==> src/rtl/systolic_data_deskew_col.sv <==
// Reassembles an N x N matrix from the diagonally skewed wavefront stream
// leaving a systolic array, then hands it on as one block via valid/ready.
module systolic_data_deskew_col #(
    parameter  int DATA_BITS   = 8,
    parameter  int MATRIX_SIZE = 4,
    localparam int OUTPUT_SIZE = 2 * MATRIX_SIZE - 1
) (
    input  logic                                       clock,
    input  logic                                       reset,
    input  logic                                       in_valid,
    output logic                                       in_ready,
    input  logic [MATRIX_SIZE*DATA_BITS-1:0]           data_in,
    output logic                                       out_valid,
    input  logic                                       out_ready,
    output logic [MATRIX_SIZE*MATRIX_SIZE*DATA_BITS-1:0] data_out,
    output logic                                       skew_err
);

    localparam int K_BITS = (OUTPUT_SIZE > 1) ? $clog2(OUTPUT_SIZE) : 1;
    localparam logic [K_BITS-1:0] K_LAST  = K_BITS'(OUTPUT_SIZE - 1);
    localparam logic [K_BITS-1:0] ROW_MAX = K_BITS'(MATRIX_SIZE - 1);

    typedef enum logic {
        FILL,
        DRAIN
    } state_t;

    state_t                 state_reg, state_next;
    logic [K_BITS-1:0]      k_reg, k_next;
    logic [DATA_BITS-1:0]   mat_reg [MATRIX_SIZE][MATRIX_SIZE];
    logic                   skew_err_reg;
    logic [MATRIX_SIZE-1:0] dead_hit;
    logic                   beat_accept;

    assign beat_accept = in_valid && (state_reg == FILL);

    always_ff @(posedge clock or posedge reset) begin
        if (reset) begin
            state_reg <= FILL;
            k_reg     <= '0;
        end else begin
            state_reg <= state_next;
            k_reg     <= k_next;
        end
    end

    always_comb begin
        state_next = state_reg;
        k_next     = k_reg;
        in_ready   = 1'b0;
        out_valid  = 1'b0;
        case (state_reg)
            FILL: begin
                in_ready = 1'b1;
                if (in_valid) begin
                    if (k_reg == K_LAST) begin
                        k_next     = '0;
                        state_next = DRAIN;
                    end else begin
                        k_next = k_reg + 1'b1;
                    end
                end
            end
            DRAIN: begin
                out_valid = 1'b1;
                if (out_ready) begin
                    state_next = FILL;
                end
            end
            default: state_next = FILL;
        endcase
    end

    // Beat k carries element [r][c] on lane c exactly when r + c == k, so the
    // equality below doubles as the live-slot test for the write path.
    always_ff @(posedge clock or posedge reset) begin
        if (reset) begin
            for (int r = 0; r < MATRIX_SIZE; r++) begin
                for (int c = 0; c < MATRIX_SIZE; c++) begin
                    mat_reg[r][c] <= '0;
                end
            end
        end else if (beat_accept) begin
            for (int r = 0; r < MATRIX_SIZE; r++) begin
                for (int c = 0; c < MATRIX_SIZE; c++) begin
                    if (k_reg == K_BITS'(r + c)) begin
                        mat_reg[r][c] <= data_in[c*DATA_BITS +: DATA_BITS];
                    end
                end
            end
        end
    end

    // Modular k - lane lands above ROW_MAX for both too-early and too-late
    // beats, because 2^K_BITS >= 2N-1 leaves no aliasing.
    generate
        for (genvar gi = 0; gi < MATRIX_SIZE; gi++) begin : g_lane
            localparam logic [K_BITS-1:0] LANE_LO = K_BITS'(gi);
            logic [K_BITS-1:0] row_off;
            assign row_off      = k_reg - LANE_LO;
            assign dead_hit[gi] = (row_off > ROW_MAX) &&
                                  (|data_in[gi*DATA_BITS +: DATA_BITS]);
        end
    endgenerate

    always_ff @(posedge clock or posedge reset) begin
        if (reset) begin
            skew_err_reg <= 1'b0;
        end else if (beat_accept && (|dead_hit)) begin
            skew_err_reg <= 1'b1;
        end
    end

    assign skew_err = skew_err_reg;

    generate
        for (genvar gi = 0; gi < MATRIX_SIZE; gi++) begin : g_row
            for (genvar gj = 0; gj < MATRIX_SIZE; gj++) begin : g_col
                assign data_out[(gi*MATRIX_SIZE+gj)*DATA_BITS +: DATA_BITS] =
                    (state_reg == DRAIN) ? mat_reg[gi][gj] : '0;
            end
        end
    endgenerate

endmodule

==> config.mk <==
export PLATFORM = sky130hd
export DESIGN_NAME = systolic_data_deskew_col
export DESIGN_NICKNAME = d
export VERILOG_FILES = /design/src/rtl/systolic_data_deskew_col.sv
export SDC_FILE = /design/constraint.sdc
export NUM_CORES = 1
export LEC_CHECK = 0
export CAP_MARGIN = 0
export CORE_MARGIN = 3
export CORE_UTILIZATION = 30
export CTS_CLUSTER_SIZE = 8
export DETAILED_ROUTE_END_ITERATION = 12
export GPL_TIMING_DRIVEN = 0
export PLACE_DENSITY = 0.57
export SYNTH_ARGS = -nofsm -noshare
export SYNTH_HDL_FRONTEND = slang
export SYNTH_SLANG_ARGS = --single-unit
export TNS_END_PERCENT = 100
==> constraint.sdc <==
create_clock -name clock -period 6.17 [get_ports clock]
set_clock_uncertainty 0.1 [all_clocks]
set_input_delay 1.234 -clock clock [delete_from_list [all_inputs] [get_ports clock]]
set_output_delay 1.234 -clock clock [all_outputs]
set_load 0.01 [all_outputs]
== After elaboration in Yosys (flattened, before gate mapping) ==
Index checks and enable logic that the tools add are counted.
Word-level totals
  input bits: 36
  flip-flop bits (word level): 133
  output and inout port bits: 131
  logic and storage cells: 77
Cells by class
  reduce and logical (&&, ||, !) cells: 20
  add/subtract/negate cells: 4
  order comparisons: 4
  equal/unequal tests: 6
  bitwise gates (word level): 1
  muxes and demuxes: 23
Operator list (number)
  2-to-1 mux 8 bit: 16
  OR reduction 8 bit: 4
  AND reduction 2 bit: 8
  greater-than comparator 3 x 2 -> 1 bit (second input constant): 4
  equality test 3 bit (second input constant): 3
  equality test 3 x 2 -> 1 bit (second input constant): 2
  logical AND 1 bit: 6
  subtractor 3 x 2 -> 3 bit (second input constant): 2
  2-to-1 mux 1 bit: 5
  OR reduction 4 bit: 1
  adder 3 x 1 -> 3 bit (second input constant): 1
  equality test 3 x 1 -> 1 bit (second input constant): 1
  logical NOT 3 bit: 1
  2-to-1 mux 3 bit: 1
  subtractor 3 x 1 -> 3 bit (second input constant): 1
  one-hot mux 1 bit (2 select lines): 1
  inverter 1 bit: 1

== Longest topological paths before layout ==
  word-level depth: 5
  gate-level depth with buffers: 7
  mapped depth without buffers: 7

== Worst setup path before layout ==
OpenSTA, ideal clock, no wires.
  kind: input port to flip-flop
  from: input in_valid
  to: register mat_reg[112] in the netlist's numbering
  data required time: 5945 ps
  buffers on the path: 3
  setup slack: 3692 ps
  cell stages on the path: 6
  setup time: 125 ps
  arrival: 2253 ps
  path through: nor2b_2 buf_6 and3_4 buf_6 buf_6 mux2_4
On the way
  word-level cells in the longest chain between the ends: 2
Ends and longest elaborated chain
  start: declaration: line 10  | input logic in_valid,
  logical AND 1 bit: line 35  | assign beat_accept = in_valid && (state_reg == FILL);
  AND reduction 2 bit (no line)
  end signal: indexed assignment: line 87  | mat_reg[r][c] <= data_in[c*DATA_BITS +: DATA_BITS];
  end: declaration: line 30  | logic [DATA_BITS-1:0] mat_reg [MATRIX_SIZE][MATRIX_SIZE];
Every way passes these cells.
A chain may end at the register's enable or synchronous reset.

== Worst setup path in the final report ==
  from: register state_reg
  to: output data_out[88]
On the way
  word-level cells in the longest chain between the ends: 1
Ends and longest elaborated chain
  start: declaration: line 28  | state_t state_reg, state_next;
  start signal: assignment: line 42  | state_reg <= state_next;
  2-to-1 mux 8 bit: line 120  | (state_reg == DRAIN) ? mat_reg[gi][gj] : '0;
  end: declaration: line 15  | output logic [MATRIX_SIZE*MATRIX_SIZE*DATA_BITS-1:0] data_out,
Every way passes these cells.

==> impl_metrics.toml <==
[status]
status = "complete, no violations"

[global_route]
antenna_found_initial = 0
overflow = 0
grt_pass1_vias = 4696
grt_usage_pct = 16.4
grt_pass1_wl_um = 27800
grt_max_degree = 81

[cts]
cts_sinks = 133
cts_buffers = 17
cts_resized = 0
hold_buffers = 0
clockBufferDepth = 2
post_cts_buffers = 0
clk_latency_ns = 0.41
cts-root-buf = "clkbuf_16"
htreeDepth = 4
cts_tree = "built"
clkSlewWorstSetupHoldPaths_ns = 0.06

[drt]
drc_errors = 0
firstDrtPassIters = 4
ant_nets = 0
wire_per_inst_um = 19.4
viasPerCell = 4.53
drtIter0Drc = 103
vias = 4231
drt-total-wl_um = 18200

[power_and_ir_drop]
p_leak_uw = 0.00376
vdd_drop_max_v = 0.000228
p_per_area_mw_per_mm2 = 431

[placed_design]
dp.final_hpwl_um = 13000
gp_congestion = 0.804
port-buffer-count = 166

[final_layout]
drive_gt1_share_pct = 26.9
fillerInstances = 1937
largest_reg_flops = 128
diodes = 0
layout_common_cells = "clkdlybuf4s50_1, dfrtp_1, and2_1"
layout_commonest_cell = "clkdlybuf4s50_1"
fin_nets = 698
syn2layout_area_growth_pct = 42.7

[timing]
final.hold.worst_slack_ns = 0.383
max_slew_margin_pct = 54.5
tightest_slew_ns = 0.682
fmax_mhz = 257
rsz0062_at_grt = "no"
hold_viol = 0
fin_crit_ns = 3.89
fin_crit_sh_pct = 63.0
slew_violations = 0
setup_violations = 0
fin_setup_tns_ns = 0

[setup_path]
cp_max_fo = 10
worstPathArrival_ns = 2.55
cp_data_required_time_ns = 4.84
end_kind = "output pin"
critPathKind = "reg -> out"
startpoint_type = "flop"

[logic_synthesis]
ys_async_sr_fraction_pct = 100
syn_nets = 512
avgSynthCellArea_sq_um = 13.4
synth.distinct_cells = 28
synth_top_cell_by_area = "dfrtp_1"
ys_ff_latch = 133
syn_area_sq_mm = 0.00624
synthCells = 467
yosys_warnings = 0
synth_edf_count = 0
synth_top_cell_area_share_pct = 53.4
netlist_top_cells_area = "dfrtp_1, mux2_2, and2_1, mux2_4, ha_1"
yosysSeqAreaShare_pct = 53.4
synth_flop_cell = "dfrtp_1"

[min_path]
min_path_type = "reg -> reg"

[floorplan]
io_pins = 167
coreArea_sq_mm = 0.0203
die_w_um = 150
fp-row-count = 52
initial_core_util_pct = 30.7
die_h_um = 150
die_area_sq_mm = 0.0226

[job]
drv_cap = 0
final timing paths:
path	startpoint	end	slack (ns)	cells after the start
max	state_reg	data_out[88]	2.28	4
min	mat_reg[96]	mat_reg[96]	0.38	1
max reg2reg	k_reg[0]	mat_reg[16]	4.11	5
min reg2reg	mat_reg[96]	mat_reg[96]	0.38	1
max in group asynchronous	reset	mat_reg[72]	4.04	3
min in group asynchronous	reset	mat_reg[70]	1.14	2
cell families after synthesis:
logic type      count (synthesis)  synth area share [%]
flops                         133                  53.4
buf+inv                        34                  3.15
simple gates                  151                  15.4
compound gates                 12                  1.34
mux                           128                  24.9
fa+ha+maj                       9                  1.81
critical path, stage by stage (launching register included):
cell             delay [ns]
dfrtp_1                0.41
clkbuf_1               0.43
clkbuf_1               0.51
and2_1                 0.23
clkdlybuf4s50_1        0.56
per-stage QoR:
| step | total power (uW) | cell area, sq um | std cells | setup slack, ns | util, % |
|---|---|---|---|---|---|
| floorplan | 2310 | 6240 | 467 | 1.28 | - |
| global placement | 2720 | 8240 | 903 | -0.714 | 40.6 |
| detailed placement | 2790 | 8270 | 904 | 2.62 | 40.7 |
| CTS | 3890 | 8900 | 935 | 2.16 | 43.8 |
| global route | 4070 | 8900 | 935 | 2.09 | 43.8 |
| finish | 3830 | 8900 | 935 | 2.28 | 43.8 |
cell type report:
cell class,instances,area [sq um],area share [%]
well taps,270,338,3.80
flip-flops and latches,133,3330,37.4
repair buffers,167,1690,19.0
clock inverters,12,178,2.00
inverters,5,23.8,0.267
plain buffers,29,178,2.00
multi-input cells,300,2710,30.5
clock buffers,19,453,5.09
cell usage after synthesis, drive strengths merged, types with 2 or more instances:
cell type,number
a211oi,2
a2bb2oi,2
and2,128
and3,4
buf,15
clkbuf,14
dfrtp,133
ha,9
inv,5
mux2,128
nand2,4
nand3,3
nor4,9
o21ai,3
where the power goes:
part           switching (uW)  internal (uW)
sequential                204           1310
clock                     382            697
combinational             488            756
total                    1070           2760
routing by layer:
metal | routed length [um] | vias to the layer above | global-route usage [%]
met3 | 822 | 19 | 3.79
met1 | 8280 | 2135 | 21.7
met5 | 0 | - | 0
met2 | 8790 | 117 | 27.0
met4 | 278 | 0 | 4.85
li1 | - | 1960 | -
Note: power is estimated with default switching activity, not from simulation.
